[src/rtl/vga_write_arbiter.sv]
// Round-robin arbiter that lets one of four sprite engines at a time drive the
// VGA adapter's pixel write port, with a watchdog that revokes a stuck grant.
module vga_write_arbiter #(
    parameter int TIMEOUT = 1024
) (
    input  logic        clk,
    input  logic        reset,
    input  logic [3:0]  req,
    input  logic [3:0]  done,
    input  logic [3:0]  plot_in,
    input  logic [35:0] x_in,
    input  logic [31:0] y_in,
    input  logic [11:0] colour_in,
    output logic [3:0]  gnt,
    output logic [8:0]  x_out,
    output logic [7:0]  y_out,
    output logic [2:0]  colour_out,
    output logic        plot,
    output logic        busy,
    output logic        timeout_err
);

    typedef enum logic [1:0] {
        IDLE    = 2'd0,
        OWN     = 2'd1,
        RELEASE = 2'd2
    } state_t;

    localparam logic [15:0] CNT_LAST = 16'(TIMEOUT - 1);

    state_t      state_q, state_d;
    logic [3:0]  gnt_q, gnt_d;
    logic [1:0]  owner_q, owner_d;
    logic [1:0]  last_q, last_d;
    logic [15:0] cnt_q, cnt_d;
    logic [8:0]  x_q, x_d;
    logic [7:0]  y_q, y_d;
    logic [2:0]  colour_q, colour_d;
    logic        plot_q, plot_d;
    logic        err_q, err_d;

    logic [1:0]  sel;
    logic [1:0]  cand;
    logic        found;

    // Search starts just after the previous owner so nobody can be starved.
    always_comb begin
        sel   = last_q + 2'd1;
        cand  = 2'd0;
        found = 1'b0;
        for (int i = 0; i < 4; i++) begin
            cand = last_q + 2'(i + 1);
            if (!found && req[cand]) begin
                sel   = cand;
                found = 1'b1;
            end
        end
    end

    always_comb begin
        state_d  = state_q;
        gnt_d    = gnt_q;
        owner_d  = owner_q;
        last_d   = last_q;
        cnt_d    = cnt_q;
        x_d      = x_q;
        y_d      = y_q;
        colour_d = colour_q;
        plot_d   = 1'b0;
        err_d    = err_q;

        case (state_q)
            IDLE: begin
                gnt_d = 4'b0000;
                if (found) begin
                    state_d = OWN;
                    gnt_d   = 4'b0001 << sel;
                    owner_d = sel;
                    cnt_d   = 16'd0;
                end
            end
            OWN: begin
                // done wins over the watchdog when both land on the same edge
                if (done[owner_q] || cnt_q == CNT_LAST) begin
                    state_d = RELEASE;
                    gnt_d   = 4'b0000;
                    last_d  = owner_q;
                    if (!done[owner_q]) begin
                        err_d = 1'b1;
                    end
                end else begin
                    cnt_d    = cnt_q + 16'd1;
                    x_d      = x_in[9*owner_q +: 9];
                    y_d      = y_in[8*owner_q +: 8];
                    colour_d = colour_in[3*owner_q +: 3];
                    plot_d   = plot_in[owner_q];
                end
            end
            RELEASE: begin
                state_d = IDLE;
                gnt_d   = 4'b0000;
            end
            default: begin
                state_d = IDLE;
                gnt_d   = 4'b0000;
            end
        endcase
    end

    always_ff @(posedge clk) begin
        if (!reset) begin
            state_q  <= IDLE;
            gnt_q    <= 4'b0000;
            owner_q  <= 2'd0;
            last_q   <= 2'd3;
            cnt_q    <= 16'd0;
            x_q      <= 9'd0;
            y_q      <= 8'd0;
            colour_q <= 3'd0;
            plot_q   <= 1'b0;
            err_q    <= 1'b0;
        end else begin
            state_q  <= state_d;
            gnt_q    <= gnt_d;
            owner_q  <= owner_d;
            last_q   <= last_d;
            cnt_q    <= cnt_d;
            x_q      <= x_d;
            y_q      <= y_d;
            colour_q <= colour_d;
            plot_q   <= plot_d;
            err_q    <= err_d;
        end
    end

    assign gnt         = gnt_q;
    assign x_out       = x_q;
    assign y_out       = y_q;
    assign colour_out  = colour_q;
    assign plot        = plot_q;
    assign busy        = |gnt_q;
    assign timeout_err = err_q;

endmodule

[config.mk]
export PLATFORM = sky130hd
export DESIGN_NAME = vga_write_arbiter
export DESIGN_NICKNAME = d
export VERILOG_FILES = /design/src/rtl/vga_write_arbiter.sv
export SDC_FILE = /design/constraint.sdc
export NUM_CORES = 1
export LEC_CHECK = 0
export ABC_AREA = 1
export CORE_MARGIN = 2
export CORE_UTILIZATION = 45
export DETAILED_ROUTE_END_ITERATION = 7
export PLACE_DENSITY_LB_ADDON = 0.15
export SLEW_MARGIN = 40
export SYNTH_ARGS = -nofsm -noshare
export SYNTH_HDL_FRONTEND = slang
export SYNTH_SLANG_ARGS = --single-unit
[constraint.sdc]
create_clock -name clk -period 4.5 [get_ports clk]
set_input_delay 0.45 -clock clk [delete_from_list [all_inputs] [get_ports clk]]
set_output_delay 0.45 -clock clk [all_outputs]
set_load 0.02 [all_outputs]
==> results.yml, run 1 <==
floorplan:
  ioPinCount: 121
  die-area_um2: 7460
  dieWidth_um: 86.4
  dieHeight_um: 86.4
  placement_rows: 30
  initial_core_util_pct: 45.7
  core_region_area_um2: 6680
power:
  irDropWorstVdd_uv: 221
  post-layout-total-power_uw: 2030
  powerDensity_nw_per_um2: 466
  power.leakage_uw: 0.00169
drt:
  dr_wl_met3_um: 749
  drt-met1-wl_mm: 3.71
  firstDrtPassIters: 4
  route.met2.wl_mm: 4.24
  drt-total-wl_mm: 8.94
  detail_route.drc_violations: 0
  ant_nets: 0
  post_drt_via_cell_ratio: 5.26
  drt-initial-drc-count: 151
  wl_per_cell_um: 13.1
  vias: 3581
  highest_metal_layer_with_signal_wires: "met4"
setup_path:
  worstSetupEndpoint: "cnt_q[3]"
  setup.worst_path.class: "reg2reg"
  worstSetupStartpoint: "owner_q[0]"
  rrSetupSlack_ns: 1.92
  endpoint_kind: "flop"
  timing.critical_path.arrival_ns: 2.74
  critical_path.max_fanout: 45
  reg2reg_from: "owner_q[0]"
  worst_r2r_endpoint: "cnt_q[3]"
  crit_path_start_kind: "flop"
  required_ns: 4.66
  rr_worst_depth: 9
yosys:
  netlist_instances: 497
  post_synth_num_cell_types: 30
  synth-warning-count: 0
  area_of_the_mapped_netlist_um2: 3050
  mappedNetlistNets: 592
  synth-seq-area-share_pct: 31.5
  synth.avg_cell_area_um2: 6.15
  register_bit_total_from_synthesis: 48
final_layout:
  area.sequential_um2: 961
  final_util_pct: 65.2
  multiInputGateArea_um2: 1850
  final.fill_count: 631
  syn_to_final_growth_pct: 42.6
  layout-drive-gt1-share_pct: 5.16
  num_antenna_cells: 0
  final_cell_count_no_fill: 681
  layout.cell_area.non_filler_um2: 4360
  num-nets-final: 695
timing:
  skew_ns: 0.00694
  timing.setup.tns_ns: 0
  final.min_clock_period_ns: 2.58
  slew_headroom_pct: 58.5
  setup_viol: 0
  hold_viol: 0
  fmax_ghz: 0.388
  timing.final.max_slew_violations: 0
  grt_setup_unrepaired: "no"
  worstMarginPinSlew_ns: 0.622
  final_period_utilization_pct: 57.3
grt:
  track_usage_pct: 24.4
  initial_antenna_violation_count: 0
  vias_in_the_first_global_route: 3307
  maximum_number_of_pins_on_one_net_before_global_route_repair: 46
  gr-total-overflow: 0
  global_route_wire_length_before_repair_mm: 14.6
outcome:
  run_status: "complete, no violations"
min_path:
  hp-class: "reg2reg"
clock_network:
  clkTransAtPathRegs_ns: 0.09
  cts_htree_levels: 2
  tritoncts: "yes"
  max-clock-path-buffers: 2
  cts_buffers: 5
  post_cts.resized_instances: 0
  worstSkewPairLatency_ns: 0.30
  post_cts_setup_repair_buffer_count: 0
  ctsHoldBuffers: 0
  clk_root_buffer_cell: "clkbuf_8"
  cts.sinks: 48
placed_design:
  placed_cell_area_um2: 4240
  numPlacedInstances: 673
  routabilityCongestion: 0.892
  post-dp-hpwl_mm: 6.78
  buffer_ports.inserted: 120
flow_run:
  max_cap_viol_count: 0
routing by layer:
layer / vias to the layer above / global-route usage [%]
li1: 1841 / -
met3: 21 / 8.19
met2: 118 / 41.7
met1: 1601 / 28.5
met4: 0 / 8.66
met5: - / 0
worst max-delay path, cell delays in order, from the launching register on:
cell	delay (ns)
dfxtp_1	0.53
inv_2	0.33
nand2_1	0.14
nand3_1	0.07
nand2_1	0.15
nand3_2	0.44
nand2_4	0.40
clkinv_4	0.18
nand2_1	0.11
a21oi_1	0.07
through the flow:
stage | setup WS, ns | hold WS, ns
global route | 1.61 | 0.494
global placement | 1.99 | 0.451
finish | 1.92 | 0.468
floorplan | 2.86 | 0.452
CTS | 1.89 | 0.469
detailed placement | 1.93 | 0.454
flip-flops by register name, summed over array words and instances, names as in the netlist:
name         count
plot             1
colour_out       3
state_q          2
owner_q          2
y_out            8
last_q           2
timeout_err      1
cnt_q           16
x_out            9
gnt              4
synth_stat cells:
library cell,number,area (um^2)
nand4_1,4,25.0
clkinv_4,1,8.76
nor2_4,1,11.3
nor3_2,1,10.0
a21oi_1,37,185
clkbuf_1,17,63.8
nand3_2,2,20.0
ha_1,1,12.5
buf_6,3,33.8
dfxtp_1,48,961
buf_4,2,15.0
nor3_1,6,30.0
o21ai_2,1,8.76
o22ai_1,20,125
nand2_2,7,43.8
nand2_4,2,22.5
nor2_1,73,274
o21ai_0,42,210
nand2_1,147,552
or4_1,1,7.51
inv_1,20,75.1
a31oi_1,1,6.26
nand3_1,31,155
nand3b_1,1,7.51
o211ai_1,4,30.0
buf_2,5,25.0
inv_2,5,18.8
clkinv_1,1,3.75
xor2_1,12,105
a211oi_1,1,7.51
kinds of logic (layout without fill, tap and decap cells):
kind of cell	count (synthesis)	count (layout)	synth area share [%]
adders and majority gates	1	1	0.410
DFF	48	48	31.5
buffers and inverters	54	158	7.99
and+or+nand+nor	276	276	37.9
xor gates and xnor gates	12	12	3.44
AOI/OAI and AO/OA	106	106	18.8
cell type report:
type,instances,share of cell area (%)
sequential,48,22.1
multi-input combinational,395,42.5
clock inverter,3,1.06
timing repair buffer,123,28.1
tap,80,2.30
inverter,27,2.44
clock buffer,5,1.58
layout by cell type (no fill, tap or decap):
| master | Yosys | final |
|---|---|---|
| clkbuf_8 | 0 | 5 |
| a31oi_1 | 1 | 1 |
| or4_1 | 1 | 1 |
| dfxtp_1 | 48 | 48 |
| nor3_2 | 1 | 1 |
| a211oi_1 | 1 | 1 |
| nor3_1 | 6 | 6 |
| clkdlybuf4s50_1 | 0 | 120 |
| inv_6 | 0 | 1 |
| bufinv_16 | 0 | 1 |
| nand2_2 | 7 | 7 |
| o21ai_0 | 42 | 42 |
| nand2_1 | 147 | 147 |
| clkinv_4 | 1 | 1 |
| o211ai_1 | 4 | 4 |
| nand3_2 | 2 | 2 |
| nand2_4 | 2 | 2 |
| ha_1 | 1 | 1 |
| nand4_1 | 4 | 4 |
| nor2_1 | 73 | 73 |
| o21ai_2 | 1 | 1 |
| nand3_1 | 31 | 31 |
| inv_1 | 20 | 20 |
| nor2_4 | 1 | 1 |
| a21oi_1 | 37 | 37 |
| inv_2 | 5 | 5 |
| o22ai_1 | 20 | 20 |
| nand3b_1 | 1 | 1 |
| buf_4 | 2 | 3 |
| clkinv_1 | 1 | 1 |
| xor2_1 | 12 | 12 |
| clkinvlp_4 | 0 | 1 |
where the power goes:
part	total (uW)	internal, uW	switching [uW]	leakage (uW)
registers	584	510	74.4	0.000390
clock network	319	167	151	0.0000548
logic	1130	423	703	0.00124
total	2030	1100	928	0.00169
how the worst min path moves through the flow:
| stage | cells after the start | to | slack (ns) | from |
|---|---|---|---|---|
| after floorplan | 2 | cnt_q[12] | 0.45 | cnt_q[12] |
| after global placement | 2 | y_out[0] | 0.45 | y_out[0] |
| after detailed placement | 2 | y_out[7] | 0.45 | y_out[7] |
| after CTS | 2 | y_out[7] | 0.47 | y_out[7] |
| after global routing | 2 | x_out[5] | 0.49 | x_out[5] |
| final | 2 | y_out[0] | 0.47 | y_out[0] |
No activity file was read; power rests on OpenSTA's default activity.
==> run 2: changes to the inputs <==
CORE_UTILIZATION = 40   (was 45)
clock period = 2.2 ns   (was 4.5 ns; I/O delays follow)
==> results.yml, run 2 (synthesized netlist as in run 1, its figures left out) <==
placed_design:
  buffer_ports.inserted: 120
  placement.setup.worst_slack_ns: 0.235
  post-dp-hpwl_mm: 6.97
  routabilityCongestion: 0.987
  numPlacedInstances: 701
setup_path:
  setup.worst_path.class: "reg2reg"
  crit_path_start_kind: "flop"
  timing.critical_path.slowest_cell_delay_ns: 0.40
  timing.critical_path.slowest_stage_cell: "dfxtp_1"
  critical_path.cell_chain: "ha_1 > nand3_1 > nor3_2 > nand3b_1 > nand3_2 > nand2_4 > clkinv_4 > nand2_1 > a21oi_1"
  timing.critical_path.max_delay_family: "simple AND/OR/NAND/NOR gates"
  timing.critical_path.arrival_ns: 2.14
  required_ns: 2.44
  worst-path-buf-inv: 1
  endpoint_kind: "flop"
  critical_path.max_fanout: 16
grt:
  maximum_number_of_pins_on_one_net_before_global_route_repair: 43
  track_usage_pct: 22.2
  initial_antenna_violation_count: 0
  gr-total-overflow: 0
  vias_in_the_first_global_route: 3402
  global_route_wire_length_before_repair_mm: 15.2
flow_run:
  max_cap_viol_count: 0
floorplan:
  dieHeight_um: 91.4
  initial_core_util_pct: 41.7
  ioPinCount: 121
  dieWidth_um: 91.4
  die-area_um2: 8350
  core_region_area_um2: 7330
  placement_rows: 31
clock_network:
  max-clock-path-buffers: 2
  tritoncts: "yes"
  clk_root_buffer_cell: "clkbuf_8"
  cts.sinks: 48
  clkTransAtPathRegs_ns: 0.09
  worstSkewPairLatency_ns: 0.30
  cts_buffers: 5
  post_cts.resized_instances: 0
  post_cts_setup_repair_buffer_count: 0
  ctsHoldBuffers: 0
  cts_htree_levels: 2
timing:
  skew_ns: 0.00734
  timing.final.max_slew_violations: 0
  final_period_utilization_pct: 86.5
  worstMarginPinSlew_ns: 0.474
  setup_viol: 0
  grt_setup_unrepaired: "no"
  final.min_clock_period_ns: 1.90
  timing.setup.tns_ns: 0
  fin_ws_ns: 0.297
  slew_headroom_pct: 68.2
  fmax_ghz: 0.525
  hold_viol: 0
power:
  irDropWorstVdd_uv: 437
  power.leakage_uw: 0.00175
  powerDensity_nw_per_um2: 984
final_layout:
  mostFrequentLayoutCells: "147 x nand2_1, 120 x clkdlybuf4s50_1, 73 x nor2_1, 48 x dfxtp_1, 42 x o21ai_0"
  final_common_cell: "nand2_1"
  num-nets-final: 704
  largest_register_ffs: 16
  num_antenna_cells: 0
  syn_to_final_growth_pct: 47.0
  final_cell_count_no_fill: 709
  largest_register: "cnt_q"
  layout-drive-gt1-share_pct: 6.56
drt:
  vias: 3582
  post_drt_via_cell_ratio: 5.05
  wl_per_cell_um: 12.9
  detail_route.drc_violations: 0
  drt-total-wl_mm: 9.16
  ant_nets: 0
  drt-initial-drc-count: 134
  firstDrtPassIters: 4
min_path:
  hp-class: "reg2reg"
outcome:
  run_status: "complete, no violations"
[run 2: changes by cell type in the layout (fill, tap and decap cells not counted), sizes merged]
cell      previous run  this run
clkinvlp             1         0
buf                  3        12
bufinv               1         3
inv                 26        25
[run 2: tightest hold or removal path, cell delays in order (launching register included)]
cell	delay, ns
dfxtp_1	0.32
nand2_1	0.06
nand2_1	0.04
[run 2: layout make-up]
| type | count | area [um^2] |
|---|---|---|
| clock buffers | 5 | 68.8 |
| clock inverters | 3 | 90.1 |
| repair buffers | 132 | 1290 |
| multi-input cells | 395 | 1850 |
| well taps | 99 | 124 |
| fillers | 672 | 2840 |
| flip-flops and latches | 48 | 961 |
| inverters | 27 | 106 |
[run 2: final timing paths]
| check | from | to | slack, ns | depth (start not counted) |
|---|---|---|---|---|
| setup / recovery | cnt_q[0] | cnt_q[5] | 0.30 | 9 |
| hold / removal | gnt[1] | gnt[1] | 0.46 | 2 |
| setup reg to reg | cnt_q[0] | cnt_q[5] | 0.30 | 9 |
| hold reg to reg | gnt[1] | gnt[1] | 0.46 | 2 |
[run 2: routing by layer]
| layer | global-route usage [%] | wire length [um] | vias up | part of all wire (%) |
|---|---|---|---|---|
| li1 | - | - | 1857 | - |
| met5 | 0 | 0 | - | 0 |
| met3 | 7.39 | 687 | 10 | 7.5 |
| met1 | 24.8 | 3770 | 1602 | 41 |
| met4 | 6.31 | 127 | 0 | 1.4 |
| met2 | 39.7 | 4580 | 113 | 50 |
[run 2: where the power goes]
part | total [uW] | switching [uW] | leakage [uW] | internal, uW
sequential | 1170 | 123 | 0.000390 | 1040
clock | 872 | 304 | 0.0000784 | 568
combinational | 2380 | 1460 | 0.00128 | 921
total | 4420 | 1880 | 0.00175 | 2530
[run 2: stage by stage]
step	util [%]	hold WS [ns]	total power, uW	area [um^2]
detailed placement	59.1	0.453	3570	4330
global route	61.3	0.487	4770	4490
CTS	61.3	0.467	4450	4490
finish	61.3	0.464	4420	4490
floorplan	-	0.452	2810	3050
global placement	59.1	0.452	3550	4330
==> run 3: changes to the inputs <==
CELL_PAD_IN_SITES_DETAIL_PLACEMENT = 2   (was unset)
CELL_PAD_IN_SITES_GLOBAL_PLACEMENT = 2   (was unset)
CORE_UTILIZATION = 20   (was 40)
==> results.yml, run 3 (synthesized netlist as in run 1, its figures left out) <==
grt:
  global_route_wire_length_before_repair_mm: 21.0
  vias_in_the_first_global_route: 4059
  grt_use_met1_pct: 19.4
  maximum_number_of_pins_on_one_net_before_global_route_repair: 38
  grt_use_met3_pct: 5.49
  groute.layer.met2.usage_pct: 28.3
  gr-total-overflow: 0
  track_usage_pct: 16.2
  grt.busiest_layer: "met2"
  initial_antenna_violation_count: 0
drt:
  drt-total-wl_mm: 12.9
  firstDrtPassIters: 4
  post_drt_via_cell_ratio: 4.65
  detail_route.drc_violations: 0
  wl_per_cell_um: 16.0
  ant_nets: 0
  vias: 3728
  drt-initial-drc-count: 145
placed_design:
  routabilityCongestion: 0.776
  placement.setup.worst_slack_ns: 0.0826
  post-dp-hpwl_mm: 10.2
  buffer_ports.inserted: 120
clock_network:
  clkTransAtPathRegs_ns: 0.07
  clk_root_buffer_cell: "clkbuf_16"
  cts_buffers: 5
  ctsHoldBuffers: 0
  cts_htree_levels: 2
  max-clock-path-buffers: 2
  post_cts_setup_repair_buffer_count: 0
  cts.sinks: 48
  worstSkewPairLatency_ns: 0.30
  tritoncts: "yes"
  post_cts.resized_instances: 0
floorplan:
  ioPinCount: 121
  die-area_um2: 16300
  dieWidth_um: 128
  dieHeight_um: 128
  core_region_area_um2: 15000
  initial_core_util_pct: 20.3
  placement_rows: 45
power:
  irDropWorstVdd_uv: 341
  powerDensity_nw_per_um2: 1000
  power.leakage_uw: 0.00178
  post-layout-total-power_uw: 4660
final_layout:
  syn_to_final_growth_pct: 52.3
  mostFrequentLayoutCells: "147 x nand2_1, 120 x clkdlybuf4s50_1, 73 x nor2_1, 47 x dfxtp_1, 42 x o21ai_0"
  largest_register: "cnt_q"
  final.fill_count: 1857
  num_antenna_cells: 0
  layout-drive-gt1-share_pct: 7.33
  num-nets-final: 708
  largest_register_ffs: 16
  final_common_cell: "nand2_1"
setup_path:
  worstSetupEndpoint: "cnt_q[12]"
  endpoint_kind: "flop"
  worstSetupStartpoint: "owner_q[0]"
  critical_path.max_fanout: 16
  worst_r2r_endpoint: "cnt_q[12]"
  rr_worst_depth: 9
  crit_path_start_kind: "flop"
  rrSetupSlack_ns: 0.24
  timing.critical_path.arrival_ns: 2.12
  setup.worst_path.class: "reg2reg"
  reg2reg_from: "owner_q[0]"
  required_ns: 2.36
timing:
  fin_ws_ns: 0.243
  hold_viol: 0
  grt_setup_unrepaired: "no"
  worstMarginPinSlew_ns: 0.544
  timing.setup.tns_ns: 0
  setup_viol: 0
  fmax_ghz: 0.511
  slew_headroom_pct: 63.5
  final.min_clock_period_ns: 1.96
  timing.final.max_slew_violations: 0
  final_period_utilization_pct: 88.9
  skew_ns: 0.0126
min_path:
  hold_start: "colour_out[2]"
  hp-class: "reg2reg"
flow_run:
  max_cap_viol_count: 0
outcome:
  run_status: "complete, no violations"
==> run 3: cell types whose count changed in the layout (fill, tap and decap cells not counted), sizes merged <==
cell / change
clkinv: +1
buf: +4
clkbuf: +1
bufinv: -2
==> run 3: where the power goes <==
part / internal [uW] / total (uW) / switching, uW
registers: 1050 / 1170 / 128
logic: 943 / 2570 / 1620
clock network: 570 / 926 / 355
total: 2560 / 4660 / 2110
==> run 3: routing by layer <==
layer  share of wire, %  vias to the layer above
met5                  0                        -
met4               0.77                        0
met3                7.3                        8
met2                 48                       83
met1                 44                     1775
li1                   -                     1862
==> run 3: critical path, stage by stage, from the launching register on <==
cell      delay (ns)
dfxtp_1         0.50
inv_2           0.18
nand2_1         0.10
nand3_1         0.06
nand2_1         0.16
nand3_2         0.21
nand2_4         0.27
clkinv_4        0.18
nand2_1         0.11
a21oi_1         0.06
==> run 3: worst min-delay path by stage <==
stage / end / slack, ns / depth (start not counted)
floorplan: cnt_q[12] / 0.45 / 2
finish: colour_out[2] / 0.47 / 2
detailed placement: colour_out[2] / 0.46 / 2
CTS: colour_out[2] / 0.47 / 2
global placement: x_out[7] / 0.45 / 2
global route: gnt[0] / 0.49 / 2
==> run 3: through the flow <==
stage / area [um^2] / cells / hold WS [ns] / utilization (%)
3_5_place_dp: 4470 / 794 / 0.462 / 29.8
5_1_grt: 4650 / 802 / 0.495 / 30.9
6_report: 4650 / 802 / 0.469 / 30.9
2_1_floorplan: 3050 / 497 / 0.452 / -
3_3_place_gp: 4470 / 794 / 0.451 / 29.8
4_1_cts: 4650 / 802 / 0.474 / 30.9
==> run 3: final cells by class <==
| cell class | count | area (um^2) | share of cell area [%] |
|---|---|---|---|
| Multi-Input combinational cell | 395 | 1850 | 39.8 |
| Clock inverter | 2 | 38.8 | 0.834 |
| Timing Repair Buffer | 136 | 1320 | 28.4 |
| Sequential cell | 48 | 962 | 20.7 |
| Clock buffer | 6 | 139 | 2.99 |
| Tap cell | 188 | 235 | 5.06 |
| Inverter | 27 | 106 | 2.29 |
